--- src/rtl/tank_ctrl_p.sv ---
// Player-tank controller: button sync, grid motion, shot cooldown, bullet hits, lives FSM.
// Optional respawn shield is enabled by defining TANK_CTRL_SHIELD_EN.
module tank_ctrl_p #(
   parameter int XW         = 5,
   parameter int YW         = 5,
   parameter int X_MIN      = 1,
   parameter int X_MAX      = 15,
   parameter int Y_MIN      = 1,
   parameter int Y_MAX      = 19,
   parameter int SPAWN_X    = 8,
   parameter int SPAWN_Y    = 1,
   parameter int NUM_BUL    = 4,
   parameter int LIVES      = 3,
   parameter int LW         = 2,
   parameter int EXPL_TICKS = 4,
   parameter int SHOT_CD    = 2
) (
   input  logic                  clk,
   input  logic                  rst_n,
   input  logic                  tank_en,
   input  logic                  move_tick,
   input  logic                  bt_w,
   input  logic                  bt_s,
   input  logic                  bt_a,
   input  logic                  bt_d,
   input  logic                  bt_st,
   input  logic [NUM_BUL-1:0]    bul_vld,
   input  logic [NUM_BUL*XW-1:0] bul_x,
   input  logic [NUM_BUL*YW-1:0] bul_y,
   output logic [XW-1:0]         x_pos,
   output logic [YW-1:0]         y_pos,
   output logic [1:0]            tank_dir,
   output logic                  tank_alive,
   output logic                  bul_sht,
   output logic [LW-1:0]         lives,
   output logic                  game_over
`ifdef TANK_CTRL_SHIELD_EN
   ,
   output logic                  shield_on
`endif
);

   localparam int CDW = (SHOT_CD > 0) ? $clog2(SHOT_CD + 1) : 1;
   localparam int ETW = $clog2(EXPL_TICKS + 1);

   typedef enum logic [1:0] {
      ST_ALIVE   = 2'd0,
      ST_EXPLODE = 2'd1,
      ST_RESPAWN = 2'd2,
      ST_DEAD    = 2'd3
   } state_t;

   state_t          state_q, state_d;
   logic [4:0]      sync1_q, sync1_d, sync2_q, sync2_d;
   logic            st_prev_q, st_prev_d;
   logic [XW-1:0]   x_q, x_d;
   logic [YW-1:0]   y_q, y_d;
   logic [1:0]      dir_q, dir_d;
   logic [LW-1:0]   lives_q, lives_d;
   logic [CDW-1:0]  cd_q, cd_d;
   logic [ETW-1:0]  et_q, et_d;
   logic            hit_q, hit_d;
   logic            sht_q, sht_d;
   logic [3:0]      shield_q, shield_d;
   logic            hit_any;
   logic            shield_act;
   logic            st_rise;

   always_comb begin
      hit_any = 1'b0;
      for (int i = 0; i < NUM_BUL; i++) begin
         if (bul_vld[i] && (bul_x[i*XW +: XW] == x_q) && (bul_y[i*YW +: YW] == y_q))
            hit_any = 1'b1;
      end
   end

   always_comb begin
      // Sync chain and edge detector run even when frozen so edges seen during freeze are consumed.
      sync1_d    = {bt_st, bt_d, bt_a, bt_s, bt_w};
      sync2_d    = sync1_q;
      st_prev_d  = sync2_q[4];
      st_rise    = sync2_q[4] & ~st_prev_q;
      state_d    = state_q;
      x_d        = x_q;
      y_d        = y_q;
      dir_d      = dir_q;
      lives_d    = lives_q;
      cd_d       = cd_q;
      et_d       = et_q;
      hit_d      = hit_q;
      sht_d      = 1'b0;
      shield_d   = shield_q;
`ifdef TANK_CTRL_SHIELD_EN
      shield_act = (shield_q != 4'd0);
`else
      shield_act = 1'b0;
`endif

      if (tank_en) begin
`ifdef TANK_CTRL_SHIELD_EN
         if (move_tick && shield_q != 4'd0)
            shield_d = shield_q - 4'd1;
`endif
         case (state_q)
            ST_ALIVE: begin
               if (move_tick && cd_q != '0)
                  cd_d = cd_q - CDW'(1);
               if (hit_q) begin
                  // A pending hit pre-empts any move or shot in this cycle.
                  if (lives_q != '0)
                     lives_d = lives_q - LW'(1);
                  state_d = ST_EXPLODE;
                  et_d    = '0;
                  hit_d   = 1'b0;
               end else begin
                  if (move_tick) begin
                     if (sync2_q[0]) begin
                        dir_d = 2'b00;
                        if (int'(y_q) < Y_MAX) y_d = y_q + YW'(1);
                     end else if (sync2_q[1]) begin
                        dir_d = 2'b01;
                        if (int'(y_q) > Y_MIN) y_d = y_q - YW'(1);
                     end else if (sync2_q[2]) begin
                        dir_d = 2'b10;
                        if (int'(x_q) > X_MIN) x_d = x_q - XW'(1);
                     end else if (sync2_q[3]) begin
                        dir_d = 2'b11;
                        if (int'(x_q) < X_MAX) x_d = x_q + XW'(1);
                     end
                  end
                  if (st_rise && cd_q == '0) begin
                     sht_d = 1'b1;
                     cd_d  = CDW'(SHOT_CD);
                  end
                  hit_d = hit_any & ~shield_act;
               end
            end
            ST_EXPLODE: begin
               if (move_tick) begin
                  if (int'(et_q) == EXPL_TICKS - 1) begin
                     et_d    = '0;
                     state_d = (lives_q == '0) ? ST_DEAD : ST_RESPAWN;
                  end else begin
                     et_d = et_q + ETW'(1);
                  end
               end
            end
            ST_RESPAWN: begin
               x_d     = XW'(SPAWN_X);
               y_d     = YW'(SPAWN_Y);
               dir_d   = 2'b00;
               cd_d    = '0;
               hit_d   = 1'b0;
               state_d = ST_ALIVE;
`ifdef TANK_CTRL_SHIELD_EN
               shield_d = 4'd8;
`endif
            end
            default: ;
         endcase
      end
   end

   always_ff @(posedge clk or negedge rst_n) begin
      if (!rst_n) begin
         state_q   <= ST_ALIVE;
         sync1_q   <= '0;
         sync2_q   <= '0;
         st_prev_q <= 1'b0;
         x_q       <= XW'(SPAWN_X);
         y_q       <= YW'(SPAWN_Y);
         dir_q     <= 2'b00;
         lives_q   <= LW'(LIVES);
         cd_q      <= '0;
         et_q      <= '0;
         hit_q     <= 1'b0;
         sht_q     <= 1'b0;
         shield_q  <= 4'd0;
      end else begin
         state_q   <= state_d;
         sync1_q   <= sync1_d;
         sync2_q   <= sync2_d;
         st_prev_q <= st_prev_d;
         x_q       <= x_d;
         y_q       <= y_d;
         dir_q     <= dir_d;
         lives_q   <= lives_d;
         cd_q      <= cd_d;
         et_q      <= et_d;
         hit_q     <= hit_d;
         sht_q     <= sht_d;
         shield_q  <= shield_d;
      end
   end

   assign x_pos      = x_q;
   assign y_pos      = y_q;
   assign tank_dir   = dir_q;
   assign tank_alive = (state_q == ST_ALIVE);
   assign game_over  = (state_q == ST_DEAD);
   assign lives      = lives_q;
   assign bul_sht    = sht_q & tank_en;
`ifdef TANK_CTRL_SHIELD_EN
   assign shield_on  = (shield_q != 4'd0);
`endif

endmodule

--- config.mk ---
export PLATFORM = sky130hd
export DESIGN_NAME = tank_ctrl_p
export DESIGN_NICKNAME = d
export VERILOG_FILES = /design/src/rtl/tank_ctrl_p.sv
export SDC_FILE = /design/constraint.sdc
export NUM_CORES = 1
export LEC_CHECK = 0
export CAP_MARGIN = 20
export CORE_UTILIZATION = 47
export CTS_CLUSTER_DIAMETER = 50
export DETAILED_ROUTE_END_ITERATION = 8
export PLACE_DENSITY = 0.86
export SLEW_MARGIN = 15
export SYNTH_ARGS = -nofsm -noshare
export SYNTH_HDL_FRONTEND = slang
export SYNTH_SLANG_ARGS = --single-unit
--- constraint.sdc ---
create_clock -name clk -period 2.5 [get_ports clk]
set_input_delay 0.5 -clock clk [delete_from_list [all_inputs] [get_ports clk]]
set_output_delay 0.5 -clock clk [all_outputs]
set_load 0.02 [all_outputs]
== Yosys cells after proc, flatten, opt, wreduce, memory -nomap -nowiden ==
Cells that the tools add are included.

* Flip-flop bits (word level): 34
* Input port bits: 53
* Output and inout port bits: 17
* Logic and storage cells: 123

* Add/sub/neg operators: 7
* $lt $le $gt $ge: 4
* Equality and inequality tests: 26
* Muxes and demuxes: 46
* Bitwise logic cells: 3
* Reductions and logical operators: 25

{| class="wikitable"
|+ Operators with widths
! kind !! count
|-
| $mux 5 || 14
|-
| $eq 5x5->1 || 8
|-
| $mux 2 || 12
|-
| $pmux 5 s2 || 2
|-
| $ne 2x2->1 const B || 6
|-
| $ne 3x1->1 const B || 4
|-
| $add 5x1->5 const B || 2
|-
| $gt 5x1->1 const B || 2
|-
| $logic_and 1x1->1 || 10
|-
| $mux 1 || 10
|-
| $reduce_and 5->1 || 2
|-
| $sub 5x1->5 const B || 2
|-
| $mux 3 || 3
|-
| $reduce_and 9->1 || 1
|-
| $pmux 2 s2 || 2
|-
| $reduce_and 4->1 || 2
|-
| $reduce_bool 2->1 || 4
|-
| $reduce_and 7->1 || 1
|-
| $logic_not 2->1 || 3
|-
| $ne 3x2->1 const B || 2
|-
| $pmux 2 s3 || 1
|-
| $pmux 3 s2 || 1
|-
| $lt 5x4->1 const B || 1
|-
| $lt 5x5->1 const B || 1
|-
| other kinds (12) || 15
|}

== Depth between registers and ports, before layout ==
Gate-level depths: netlist of the first run.

* Depth after elaboration: 9
* Gate-level depth with buffers: 9
* Depth with buffers taken out: 8

== Worst setup path before layout of the first run ==
Ideal clock, no wire load.

* Path type: register -> register
* Start: reg y_q[1], in the netlist y_pos[1]
* End: reg y_q[2], in the netlist y_pos[2]
* Library setup time: 78 ps
* Arrival: 1976 ps
* Data required time: 2422 ps
* Setup slack: 447 ps
* Stages on the path, launching flop included: 9
* Path buffers: 1
* Period minus slack after synthesis: 2053 ps
* Cells stage by stage: dfrtp_1 > buf_6 > inv_1 > ha_1 > o21bai_1 > a211o_1 > a31o_4 > or3_1 > a21oi_1

* Cells in the longest elaborated chain, start to end: 7
* Elaborated cells on any way between the ends: 14
* Those cells by class: 2 x add/sub; 2 x order compare; 2 x eq/ne; 7 x mux; 1 x reduce/logical

{| class="wikitable"
|+ RTL lines
! element !! RTL line !! source
|-
| start, declared || 57 || <nowiki>logic [YW-1:0] y_q, y_d;</nowiki>
|-
| start signal, assigned || 171 || <nowiki>y_q <= YW'(SPAWN_Y);</nowiki>
|-
| start signal, assigned || 185 || <nowiki>y_q <= y_d;</nowiki>
|-
| $sub 5x1->5 || 122 || <nowiki>if (int'(y_q) > Y_MIN) y_d = y_q - YW'(1);</nowiki>
|-
| $mux 5 || 122 ||
|-
| $mux 5 || 120 || <nowiki>end else if (sync2_q[1]) begin</nowiki>
|-
| $mux 5 || 117 || <nowiki>if (sync2_q[0]) begin</nowiki>
|-
| $mux 5 || 116 || <nowiki>if (move_tick) begin</nowiki>
|-
| $mux 5 || 108 || <nowiki>if (hit_q) begin</nowiki>
|-
| $pmux 5 s2 || 104 || <nowiki>case (state_q)</nowiki>
|}

Parallel ways exist; a longest one is shown, timed or not. The select of a mux whose other input is x is not followed.
A chain may end at the register's enable or synchronous reset.

== Final worst setup path of the first run ==
* Start: in tank_en
* End: out bul_sht

* Cells in the longest elaborated chain, start to end: 1

{| class="wikitable"
|+ RTL lines
! element !! RTL line !! source
|-
| start, declared || 20 || <nowiki>input logic tank_en,</nowiki>
|-
| $and 1x1->1 || 202 || <nowiki>assign bul_sht = sht_q & tank_en;</nowiki>
|-
| end, declared || 34 || <nowiki>output logic bul_sht,</nowiki>
|}

No other way between the ends.

==> results.sh, run 1 <==
export IMPL_die_w_um=70.99
export IMPL_worstMarginPinSlew_ns=0.5848
export IMPL_pwr_share_comb=0.456
export IMPL_drive_gt1_frac=0.08525
export IMPL_die_h_um=70.99
export IMPL_fin_ws_ns=0.2933
export IMPL_cp_cell_sequence="clkdlybuf4s50_1 -> and2_1 -> clkdlybuf4s50_1"
export IMPL_p_int_w=0.001565
export IMPL_drtIter0Drc=118
export IMPL_core_um2=4474
export IMPL_numCtsBuffers=5
export IMPL_clock_root_buffer="clkbuf_8"
export IMPL_postRouteAntennaNets=0
export IMPL_crit_path_end_kind="output pin"
export IMPL_antennaDiodeCount=0
export IMPL_violations="DRC"
export IMPL_seq_area_frac_synth=0.3826
export IMPL_synthCells=237
export IMPL_power_density_nw_per_um2=846.1
export IMPL_ys_warn_count=0
export IMPL_cap_violations=0
export IMPL_fmax_ghz=0.4532
export IMPL_synth_edf_count=0
export IMPL_status="complete, but fails checks"
export IMPL_grt_pass1_vias=1997
export IMPL_grt_max_degree=35
export IMPL_crit_fanout=3
export IMPL_syn_num_nets=299
export IMPL_rows=24
export IMPL_max_slew_margin=0.6087
export IMPL_cts_resized=0
export IMPL_slowest_delay_ns=0.59
export IMPL_path_buf_inv=2
export IMPL_slew_violations=0
export IMPL_vias=1996
export IMPL_grt_pass1_wl_um=9232
export IMPL_tns_ns=0
export IMPL_worst_path_max_delay_cell="clkdlybuf4s50_1"
export IMPL_wl_per_cell_um=15.04
export IMPL_port_buffers=69
export IMPL_cts_htree_levels=2
export IMPL_synth_main_ff_cell="dfrtp_1"
export IMPL_drc_errors=12
export IMPL_cp_common_cell="clkdlybuf4s50_1"
export IMPL_insertion_delay_ns=0.29
export IMPL_cts_hold_buffers_added=0
export IMPL_worstPathArrival_ns=1.71
export IMPL_clk_path_buf_depth=2
export IMPL_design_die_area_um2=5040
export IMPL_p_sw_frac=0.3954
export IMPL_min_path_type="reg -> reg"
export IMPL_gp_congestion=0.8558
export IMPL_syn_cell_area_um2=2237
export IMPL_areaGrowthSynthToFinish_pct=36.74
export IMPL_n_fill_cell=336
export IMPL_synth_cell_types=51
export IMPL_critPathKind="in -> out"
export IMPL_io_pins=70
export IMPL_grt_antenna_before_repair=0
export IMPL_place_detailed_hpwl_um=4057
export IMPL_post_cts_buffers=0
export IMPL_critPathRequiredTime_ns=2.00
export IMPL_ys_seq_elements=34
export IMPL_peakVddDrop_mv=0.4619
export IMPL_p_seq_frac=0.362
export IMPL_pre_cts_ws_ns=0.1530
export IMPL_nets=366
export IMPL_cts_tree="yes"
export IMPL_finalWirelength_um=5371
export IMPL_p_leak_nw=1.199
export IMPL_clkPwrFrac=0.182
export IMPL_clk_pin_slew_ns=0.07
export IMPL_path_delay_family="buffers and inverters"
export IMPL_period_share=0.8827
export IMPL_overflow=0
export IMPL_clock_skew_ns=0.007724
export IMPL_startpoint_type="input pin"
export IMPL_synthArstFlopShare=1.000
export IMPL_hold_violations=0
export IMPL_finalSetupViolations=0
export IMPL_post_synth_cell_area_avg_um2=9.439
export IMPL_cts_sinks=34
export IMPL_finalCriticalPeriod_ns=2.207
export IMPL_start_util=0.5000
export IMPL_rsz0062_at_grt="no"
export IMPL_p_switching_w=0.001023
export IMPL_track_usage=0.2356
export IMPL_drt_pass1_iterations=6
export IMPL_vias_per_cell=5.591
-- Yosys cell counts, drive strengths merged, types with 4 or more instances --
cell / instances / area, µm²
xnor2: 35 / 306.5
mux2: 5 / 56.30
ha: 9 / 112.6
clkbuf: 4 / 15.01
buf: 10 / 66.30
dfrtp: 30 / 750.7
a21oi: 9 / 45.04
dfstp: 4 / 105.1
nor3: 8 / 45.04
o31ai: 6 / 50.05
nor2b: 5 / 31.28
o21ai: 9 / 45.04
nand4: 10 / 62.56
nand2: 17 / 63.81
nor2: 13 / 51.30
xor2: 9 / 78.83
inv: 17 / 63.81
-- worst reg2reg max path, stage by stage, from the launching register on --
cell and delay (ns):
dfrtp_1 0.69, nor3_2 0.11, a211o_1 0.32, a31o_4 0.27, or3_1 0.34, a21oi_1 0.14
-- kinds of logic (layout without fill, tap and decap cells) --
kind of cell | count (synthesis) | after routing | synth area share
DFF | 34 | 34 | 0.3825
adders and majority gates | 9 | 9 | 0.05034
muxes | 6 | 6 | 0.02964
buffers and inverters | 31 | 99 | 0.06487
AOI/OAI and AO/OA | 44 | 44 | 0.1381
and+or+nand+nor | 69 | 69 | 0.1622
xor gates and xnor gates | 44 | 44 | 0.1723
-- layer usage --
metal,up-vias,track usage,wire (µm)
met5,-,0,0
met4,0,0.1022,123
met3,15,0.05556,454
met2,90,0.3921,2492
met1,934,0.2937,2301
li1,957,-,-
-- final timing paths --
check                           slack, ns              endpoint                  from  cells after the start
worst max-delay path                 0.29               bul_sht               tank_en                      3
worst min-delay path                 0.35  sync2_q[2]$_DFF_PN0_  sync1_q[2]$_DFF_PN0_                      0
worst max register to register       0.57  y_pos[2]$_DFFE_PN0P_  y_pos[2]$_DFFE_PN0P_                      5
worst min register to register       0.35  sync2_q[2]$_DFF_PN0_  sync1_q[2]$_DFF_PN0_                      0
max in group asynchronous            1.56  lives[0]$_DFFE_PN1P_                 rst_n                      2
min in group asynchronous            0.61  sync2_q[2]$_DFF_PN0_                 rst_n                      2
-- metrics by stage --
| step | instances | util | total power, W | hold WS, ns | area (µm²) |
|---|---|---|---|---|---|
| 2_1_floorplan | 237 | - | 0.001716 | 0.2044 | 2237 |
| 3_3_place_gp | 349 | 0.6591 | 0.002080 | 0.3322 | 2949 |
| 3_5_place_dp | 349 | 0.6591 | 0.002128 | 0.3405 | 2949 |
| 4_1_cts | 357 | 0.6837 | 0.002606 | 0.3508 | 3059 |
| 5_1_grt | 357 | 0.6837 | 0.002790 | 0.3556 | 3059 |
| 6_report | 357 | 0.6837 | 0.002588 | 0.3451 | 3059 |
-- layout make-up --
type / count / area (µm²) / share of cell area
inverters: 17 / 63.81 / 0.02086
repair buffers: 74 / 728.2 / 0.2380
flip-flops and latches: 34 / 855.8 / 0.2798
multi-input cells: 172 / 1236 / 0.4041
clock buffers: 8 / 110.1 / 0.03599
well taps: 52 / 65.06 / 0.02127
-- cell usage in the layout, fill, tap and decap left out, types with 3 or more instances in the layout --
cell type	n
xnor2_1	35
nor3_1	7
a211oi_1	3
xor2_1	9
nor2_1	12
dfrtp_1	30
clkdlybuf4s50_1	69
nand4_1	10
a21oi_1	9
nor2b_1	5
clkbuf_8	8
o21ai_0	7
nand2_1	17
ha_1	9
buf_4	5
inv_1	17
dfstp_2	4
a31oi_1	3
mux2_2	4
nor4_1	3
o31ai_1	5
-- state kept, by name, summed over array words and instances, names as in the netlist --
signal / flops
sync1_q: 5
sync2_q: 5
sht_q: 1
et_q: 3
tank_dir: 2
state_q: 2
y_pos: 5
lives: 2
st_prev_q: 1
x_pos: 5
hit_q: 1
cd_q: 2
-- power groups by stage --
stage / clock network, W / logic [W] / registers [W]
2_1_floorplan: 0 / 0.000866 / 0.000850
3_3_place_gp: 0 / 0.00114 / 0.000938
3_5_place_dp: 0 / 0.00118 / 0.000946
4_1_cts: 0.000482 / 0.00119 / 0.000936
5_1_grt: 0.000509 / 0.00131 / 0.000970
6_report: 0.000472 / 0.00118 / 0.000937
Note: power is estimated with default switching activity, not from simulation.
==> run 2, diff against run 1 <==
Settings changed: PLACE_DENSITY 0.86 to 0.81.
==> run 2 against run 1 <==
Net effect:
- first-iteration DRC count shrank 39%
- final cell count is the same
- highest routed layer unchanged
- via count shrank 1.5%
- routed wire length shrank 1.3%
- largest power group unchanged
- combinational power is essentially flat
- largest cell class unchanged
- global-route usage shrank 0.75 points
- total power shrank 3.6%
- the run still ends with DRC left
- critical path type unchanged
==> results.sh, run 2 (same netlist as run 1, synthesis figures left out) <==
export IMPL_r2r_setup_slack_ns=0.53
export IMPL_status="complete, but fails checks"
export IMPL_min_path_type="reg -> reg"
export IMPL_worstReg2RegStart="x_pos[0]$_DFFE_PN0P_"
export IMPL_finalPower_w=0.002496
export IMPL_clkPwrFrac=0.153
export IMPL_hold_violations=0
export IMPL_startpoint_type="input pin"
export IMPL_p_leak_nw=1.181
export IMPL_finalCriticalPeriod_ns=2.227
export IMPL_slew_violations=0
export IMPL_insertion_delay_ns=0.28
export IMPL_tns_ns=0
export IMPL_final_cell_count_no_fill=357
export IMPL_grt_pass1_wl_um=8852
export IMPL_cp_endpoint="bul_sht"
export IMPL_gp_congestion=0.8782
export IMPL_cts_tree="yes"
export IMPL_worst_path_max_delay_cell="clkdlybuf4s50_1"
export IMPL_rsz0062_at_grt="no"
export IMPL_p_switching_w=0.001010
export IMPL_n_fill_cell=363
export IMPL_overflow=0
export IMPL_antennaDiodeCount=0
export IMPL_layout_commonest_cell="clkdlybuf4s50_1"
export IMPL_cts_htree_levels=2
export IMPL_cts_hold_buffers_added=0
export IMPL_cap_violations=0
export IMPL_clock_root_buffer="clkbuf_8"
export IMPL_postRouteAntennaNets=0
export IMPL_port_buffers=69
export IMPL_dp_cells=349
export IMPL_io_pins=70
export IMPL_worstPathArrival_ns=1.73
export IMPL_fmax_ghz=0.4490
export IMPL_cp_common_cell="clkdlybuf4s50_1"
export IMPL_critPathLaunch="tank_en"
export IMPL_core_um2=4474
export IMPL_top_layer_used="met4"
export IMPL_met1Wirelength_um=2180
export IMPL_design_die_area_um2=5040
export IMPL_drive_gt1_frac=0.07541
export IMPL_p_seq_frac=0.375
export IMPL_wl_per_cell_um=14.85
export IMPL_finalWirelength_um=5302
export IMPL_clk_path_buf_depth=2
export IMPL_critPathRequiredTime_ns=2.00
export IMPL_violations="DRC"
export IMPL_peakVddDrop_mv=0.4428
export IMPL_cts_resized=0
export IMPL_hold_slack_ns=0.3433
export IMPL_pwr_share_comb=0.473
export IMPL_grt_pass1_vias=1935
export IMPL_crit_path_end_kind="output pin"
export IMPL_track_usage=0.2280
export IMPL_fin_ws_ns=0.2728
export IMPL_drt_pass1_iterations=6
export IMPL_worstMarginPinSlew_ns=0.6032
export IMPL_start_util=0.5000
export IMPL_place_detailed_hpwl_um=3979
export IMPL_rows=24
export IMPL_clock_skew_ns=0.004971
export IMPL_critPathKind="in -> out"
export IMPL_cp_cell_sequence="clkdlybuf4s50_1 -> and2_1 -> clkdlybuf4s50_1"
export IMPL_crit_fanout=3
export IMPL_p_sw_frac=0.4047
export IMPL_p_int_w=0.001486
export IMPL_clk_pin_slew_ns=0.07
export IMPL_vias=1966
export IMPL_max_slew_margin=0.5964
export IMPL_die_w_um=70.99
export IMPL_post_cts_buffers=0
export IMPL_numCtsBuffers=5
export IMPL_finalSetupViolations=0
export IMPL_vias_per_cell=5.507
export IMPL_rr_endpoint="x_pos[2]$_DFFE_PN0P_"
export IMPL_period_share=0.8909
export IMPL_met3_length_um=541
export IMPL_die_h_um=70.99
export IMPL_worst_r2r_cell_count=6
export IMPL_mostFrequentLayoutCells="clkdlybuf4s50_1, xnor2_1, dfrtp_1, inv_1, nand2_1"
export IMPL_nets=366
export IMPL_slowest_delay_ns=0.60
export IMPL_areaGrowthSynthToFinish_pct=35.40
export IMPL_pre_cts_ws_ns=0.1618
export IMPL_dr_wl_met2_um=2489
export IMPL_grt_max_degree=35
export IMPL_grt_antenna_before_repair=0
export IMPL_drtIter0Drc=72
export IMPL_cts_sinks=34
export IMPL_power_density_nw_per_um2=823.8
export IMPL_drc_errors=12
-- run 2: changes by cell type in the layout (fill, tap and decap cells not counted) --
cell	previous run	this run
clkbuf_1	0	3
clkbuf_8	8	5
-- run 2: stage by stage --
step,util,area [µm²]
after global routing,0.6770,3029
after detailed placement,0.6591,2949
after floorplan,-,2237
final,0.6770,3029
after global placement,0.6591,2949
after CTS,0.6770,3029
-- run 2: final cells by class --
type | count | area (µm²) | share of cell area
Tap cell | 52 | 65.06 | 0.02148
Inverter | 17 | 63.81 | 0.02107
Clock buffer | 8 | 80.08 | 0.02644
Timing Repair Buffer | 74 | 728.2 | 0.2404
Sequential cell | 34 | 855.8 | 0.2825
Multi-Input combinational cell | 172 | 1236 | 0.4081
-- run 2: how the worst min path moves through the flow --
stage / startpoint / to / slack (ns) / depth (start not counted)
final: sync1_q[2]$_DFF_PN0_ / sync2_q[2]$_DFF_PN0_ / 0.34 / 0
after floorplan: rst_n / cd_q[0]$_DFFE_PN0P_ / 0.20 / 0
after CTS: sync1_q[2]$_DFF_PN0_ / sync2_q[2]$_DFF_PN0_ / 0.35 / 0
after global placement: sync1_q[4]$_DFF_PN0_ / sync2_q[4]$_DFF_PN0_ / 0.33 / 0
after detailed placement: sync1_q[2]$_DFF_PN0_ / sync2_q[2]$_DFF_PN0_ / 0.34 / 0
after global routing: sync1_q[4]$_DFF_PN0_ / sync2_q[4]$_DFF_PN0_ / 0.36 / 0
-- run 2: routing by layer --
layer / global-route usage / up-vias
met5: 0 / -
met4: 0.09111 / 0
met3: 0.06553 / 8
met2: 0.3857 / 92
met1: 0.2746 / 911
li1: - / 955
-- run 2: worst max-delay path: cells and delay by family --
kind	cells	cell delay (ns)
and+or+nand+nor	1	0.14
buffers and inverters	2	1.09
-- run 2: power groups by stage --
stage               clock network (W)  logic (W)  registers, W
detailed placement                  0    0.00118      0.000942
finish                       0.000381    0.00118      0.000935
global placement                    0    0.00115      0.000938
global route                 0.000422    0.00130      0.000961
floorplan                           0   0.000866      0.000850
CTS                          0.000396    0.00119      0.000933
==> patch 1, RTL diff (settings of run 2) <==
Re-encode `state_t` (4 states) as one-hot, 4 bits wide.
--- a/src/rtl/tank_ctrl_p.sv
+++ b/src/rtl/tank_ctrl_p.sv
@@ -43,11 +43,11 @@
    localparam int CDW = (SHOT_CD > 0) ? $clog2(SHOT_CD + 1) : 1;
    localparam int ETW = $clog2(EXPL_TICKS + 1);
 
-   typedef enum logic [1:0] {
-      ST_ALIVE   = 2'd0,
-      ST_EXPLODE = 2'd1,
-      ST_RESPAWN = 2'd2,
-      ST_DEAD    = 2'd3
+   typedef enum logic [3:0] {
+      ST_ALIVE   = 4'b0001,
+      ST_EXPLODE = 4'b0010,
+      ST_RESPAWN = 4'b0100,
+      ST_DEAD    = 4'b1000
    } state_t;
 
    state_t          state_q, state_d;
Behaviour: same outputs for any inputs over 4 cycles, from zero or initial values and one cycle with rst_n low; so few cycles prove little.
==> patch 1 against run 2 <==
  * Clock skew is 4.0 ps higher
  * Synthesized cell count is 2.1% higher
  * Sequential power grew 17%
  * Highest routed layer unchanged
  * Combinational power rose by 12%
  * Wire length down 2.2%
  * Non-clock buffer count shrank 1
  * Sequential cell count is 2 higher
  * First-iteration DRC count is 4.2% lower
  * Worst setup slack worse by 11 ps
  * Design area grew 5.1%
  * Final cell count up 5.0%
  * Area after synthesis up 4.9%
  * Power is 16% higher
==> patch 1: results (changes against run 2) <==
| Metric | Value |
|---|---|
| Hold Crit Depth | `0 (unchanged)` |
| Net Count, Synth | `304 (+1.7%)` |
| Worst Hold Path EP | `sync2_q[0]$_DFF_PN0_` |
| Clock buffer count from CTS | `5 (unchanged)` |
| Final Skew | `9.01 ps (+4.04 ps)` |
| Worst R2R Start | `state_q[1]$_DFFE_PN0P_` |
| Compound-Gate Fraction of Synth Area | `11.6% (-2.2 points)` |
| GRT Util Overall | `21.6% (-1.2 points)` |
| RR Endpoint | `x_pos[2]$_DFFE_PN0P_` |
| Detailed Place HPWL | `3940 um (-0.92%)` |
| Layout cells sized above 1 | `10.4% (+2.8 points)` |
| Leak pwr | `1.24 nW (+4.8%)` |
| Vias per cell | `5.23 (-4.9%)` |
| Post-Layout Cell Count | `375 (+5.0%)` |
| Flop2flop setup slack | `420 ps (-110 ps)` |
| M1 GR Usage | `25.3% (-2.1 points)` |
| Cts repair resizes | `0 (unchanged)` |
| Xor/xnor share of the synthesized area | `17.2% (-0.053 points)` |
| Met2 Use GR | `37.0% (-1.6 points)` |
| Syn Area/Cell | `9.69 um2 (+2.7%)` |
| Post-place setup slack | `322 ps (+161 ps)` |
| R2R depth | `6 (unchanged)` |
| Worst IR drop on VDD | `444 uV (+0.33%)` |
| Inst Count DP | `367 (+5.2%)` |
| Slew headroom | `53.6% (-6.0 points)` |
| First-pass GRT wire length | `8580 um (-3.0%)` |
| Synth Flop Type | `dfrtp_1` |
| Clock Path Buffers | `2 (unchanged)` |
| Largest net degree at the start of global routing | `37 (+5.7%)` |
| Status | `finished, final reports clean` |
| Hold Slack | `340 ps (-3.14 ps)` |
| Met3 Use GR | `6.08% (-0.48 points)` |
| Placed cell area | `3080 um2 (+4.3%)` |
| Critical Path Fanout Max | `7 (+4)` |
| Vias in the first global route | `1961 (+1.3%)` |
| Yosys cell types | `52 (+2.0%)` |
| Gpl congestion | `0.804 (-8.5%)` |
| HP Start | `sync1_q[0]$_DFF_PN0_` |
| Post-synthesis adder-cell area fraction | `4.80% (-0.23 points)` |
| Synth top area cells | `dfrtp_1 (33%), xnor2_1 (14%), dfstp_2 (5.6%)` |
| Seq/Total Area, Yosys | `38.7% (+0.41 points)` |
| Iteration-0 DRC Markers | `69 (-4.2%)` |
| Drt wl/cell | `13.8 um (-6.8%)` |
| Root Driver | `clkbuf_8` |
| Post-synthesis mux area share | `2.35% (-0.62 points)` |
| Most frequent cells after synthesis | `xnor2_1 (37), dfrtp_1 (31), inv_1 (14), nor2_1 (14)` |
| Pre-antenna DRT Iters | `4 (-2)` |
| Setup bufs post-CTS | `0 (unchanged)` |
[patch 1: cell count changes after synthesis, moves of 4 or more]
cell     change
nand2_1      -6
a21oi_1      -4
nand3_1      +4
nor3_1       +4
[patch 1: worst max path at each step]
stage | from | end | slack (ps)
finish | state_q[3]$_DFFE_PN0P_ | tank_alive | 260
global placement | tank_en | bul_sht | 330
CTS | state_q[3]$_DFFE_PN0P_ | tank_alive | 230
floorplan | y_pos[1]$_DFFE_PN0P_ | y_pos[2]$_DFFE_PN0P_ | 580
global route | state_q[1]$_DFFE_PN0P_ | game_over | 140
detailed placement | tank_en | bul_sht | 320
[patch 1: critical path, stage by stage, from the launching register on]
cell             delay [ps]
dfrtp_1                 430
nor2_4                  170
nand3b_4                130
inv_4                   110
clkdlybuf4s50_1         610
[patch 1: layer usage]
metal,wire (um),vias to the layer above
met4,111,0
met2,2420,79
met1,2200,907
met5,0,-
met3,457,11
li1,-,966
[patch 1: cells by family (layout without fill, tap and decap cells)]
| group | Yosys count | count (layout) |
|---|---|---|
| simple gates | 79 | 79 |
| xor+xnor | 46 | 46 |
| compound gates | 37 | 37 |
| flops | 36 | 36 |
| buf+inv | 30 | 96 |
| fa+ha+maj | 9 | 9 |
| mux | 5 | 5 |
[patch 1: where the power goes]
| group | total, mW | leakage (nW) | internal, mW | switching [mW] |
|---|---|---|---|---|
| clock network | 0.498 | 0.0552 | 0.296 | 0.202 |
| registers | 1.09 | 0.436 | 0.744 | 0.347 |
| logic | 1.32 | 0.746 | 0.729 | 0.588 |
| total | 2.91 | 1.24 | 1.77 | 1.14 |
[patch 1: final cells by class]
class / count / area, um2
tap: 67 / 83.8
multi-input combinational: 176 / 1310
sequential: 36 / 907
inverter: 15 / 58.8
clock buffer: 6 / 72.6
clock inverter: 2 / 35.0
timing repair buffer: 73 / 721
fill: 390 / 1570
==> patch 2, RTL diff (flow settings as in run 2) <==
Made on the original files. `SHOT_CD`: 2 -> 4.
--- a/src/rtl/tank_ctrl_p.sv
+++ b/src/rtl/tank_ctrl_p.sv
@@ -13,7 +13,7 @@
    parameter int LIVES      = 3,
    parameter int LW         = 2,
    parameter int EXPL_TICKS = 4,
-   parameter int SHOT_CD    = 2
+   parameter int SHOT_CD    = 4
 ) (
    input  logic                  clk,
    input  logic                  rst_n,
Function: changed (Yosys sat finds a counterexample within 10 cycles, from zero or initial values and one cycle with rst_n low).
==> patch 2 against run 2 <==
  * Clock skew barely moved
  * Highest routed layer unchanged
  * Register-to-register slack got worse by 30 ps
  * Area after synthesis rose by 7.6%
  * Power is 0.34% lower
  * Utilization down 1.0 points
  * Sequential cell count rose by 1
  * Hold slack better by 8.2 ps
  * Wire length is 5.4% higher
  * Design area rose by 6.1%
  * Worst setup slack got worse by 21 ps
==> patch 2: results (changes against run 2) <==
| Metric | Value |
|---|---|
| Async SR Flop Fraction | `100% (unchanged)` |
| Xor/xnor share of the synthesized area | `15.7% (-1.6 points)` |
| Leak pwr | `1.34 nW (+14%)` |
| Drc violations | `0 (-12)` |
| Yosys cell types | `48 (-5.9%)` |
| Overall via count from detail_route | `1985 (+0.97%)` |
| Inst Count DP | `374 (+7.2%)` |
| Gpl congestion | `0.795 (-9.4%)` |
| Layout Nets | `377 (+3.0%)` |
| Internal power | `1.49 mW (+0.61%)` |
| Syn Area/Cell | `9.66 um2 (+2.4%)` |
| Worst IR drop on VDD | `551 uV (+24%)` |
| Fillcell total | `391 (+7.7%)` |
| Detailed Place HPWL | `4190 um (+5.4%)` |
| Worst Max-Slew Pin Slew | `680 ps (+77.3 ps)` |
| Iteration-0 DRC Markers | `42 (-42%)` |
| Compound-Gate Fraction of Synth Area | `10.3% (-3.5 points)` |
| Post-synthesis adder-cell area fraction | `5.20% (+0.17 points)` |
| Status | `finished, final reports clean` |
| Setup crit start | `state_q[1]$_DFFE_PN0P_` |
| Placed cell area | `3120 um2 (+5.8%)` |
| RR Endpoint | `y_pos[1]$_DFFE_PN0P_` |
| Peak Freq | `445 MHz (-0.95%)` |
| Seq/Total Area, Yosys | `36.6% (-1.6 points)` |
| GRT Util Overall | `21.5% (-1.3 points)` |
| Most frequent cells after synthesis | `xnor2_1 (42), dfrtp_1 (31), nand2_1 (15)` |
| Combinational Power Share | `45.6% (-1.7 points)` |
| Slowest cell delay on critical path | `640 ps (+40 ps)` |
| First-pass GRT wire length | `8760 um (-1.1%)` |
| Drt wl/cell | `14.6 um (-1.5%)` |
| Flop2flop setup slack | `500 ps (-30 ps)` |
| Clk power | `0.420 mW (+10%)` |
| Synth top area cells | `dfrtp_1 (32%), xnor2_1 (15%), ha_1 (5.2%)` |
| Layout cells sized above 1 | `10.2% (+2.6 points)` |
| Post-place setup slack | `302 ps (+140 ps)` |
| Post-synthesis mux area share | `7.02% (+4.1 points)` |
| Final Skew | `5.42 ps (+0.445 ps)` |
-- patch 2: cell count changes after synthesis, moves of 6 or more --
cell and delta:
mux2i_1 +8, xnor2_1 +7, buf_2 +6, xor2_1 -8, nand3_1 +11
-- patch 2: layer usage --
metal / track usage, % / vias up / wire, um
met2: 37.6 / 70 / 2650
met3: 5.76 / 4 / 480
met4: 7.48 / 0 / 68
met5: 0 / - / 0
met1: 25.4 / 918 / 2390
li1: - / 993 / -
-- patch 2: layout make-up --
cell class	count	share of cell area, %
Clock buffer	5	2.14
Timing Repair Buffer	74	22.7
Multi-Input combinational cell	184	42.8
Clock inverter	3	0.740
Sequential cell	35	27.4
Inverter	14	1.64
Tap cell	67	2.61
-- patch 2: stage by stage --
| step | power, mW | util, % | hold WS, ps |
|---|---|---|---|
| global placement | 2.04 | 64.8 | 332 |
| finish | 2.49 | 66.7 | 352 |
| global route | 2.66 | 66.7 | 362 |
| detailed placement | 2.08 | 64.8 | 336 |
| CTS | 2.50 | 66.7 | 353 |
| floorplan | 1.70 | - | 204 |
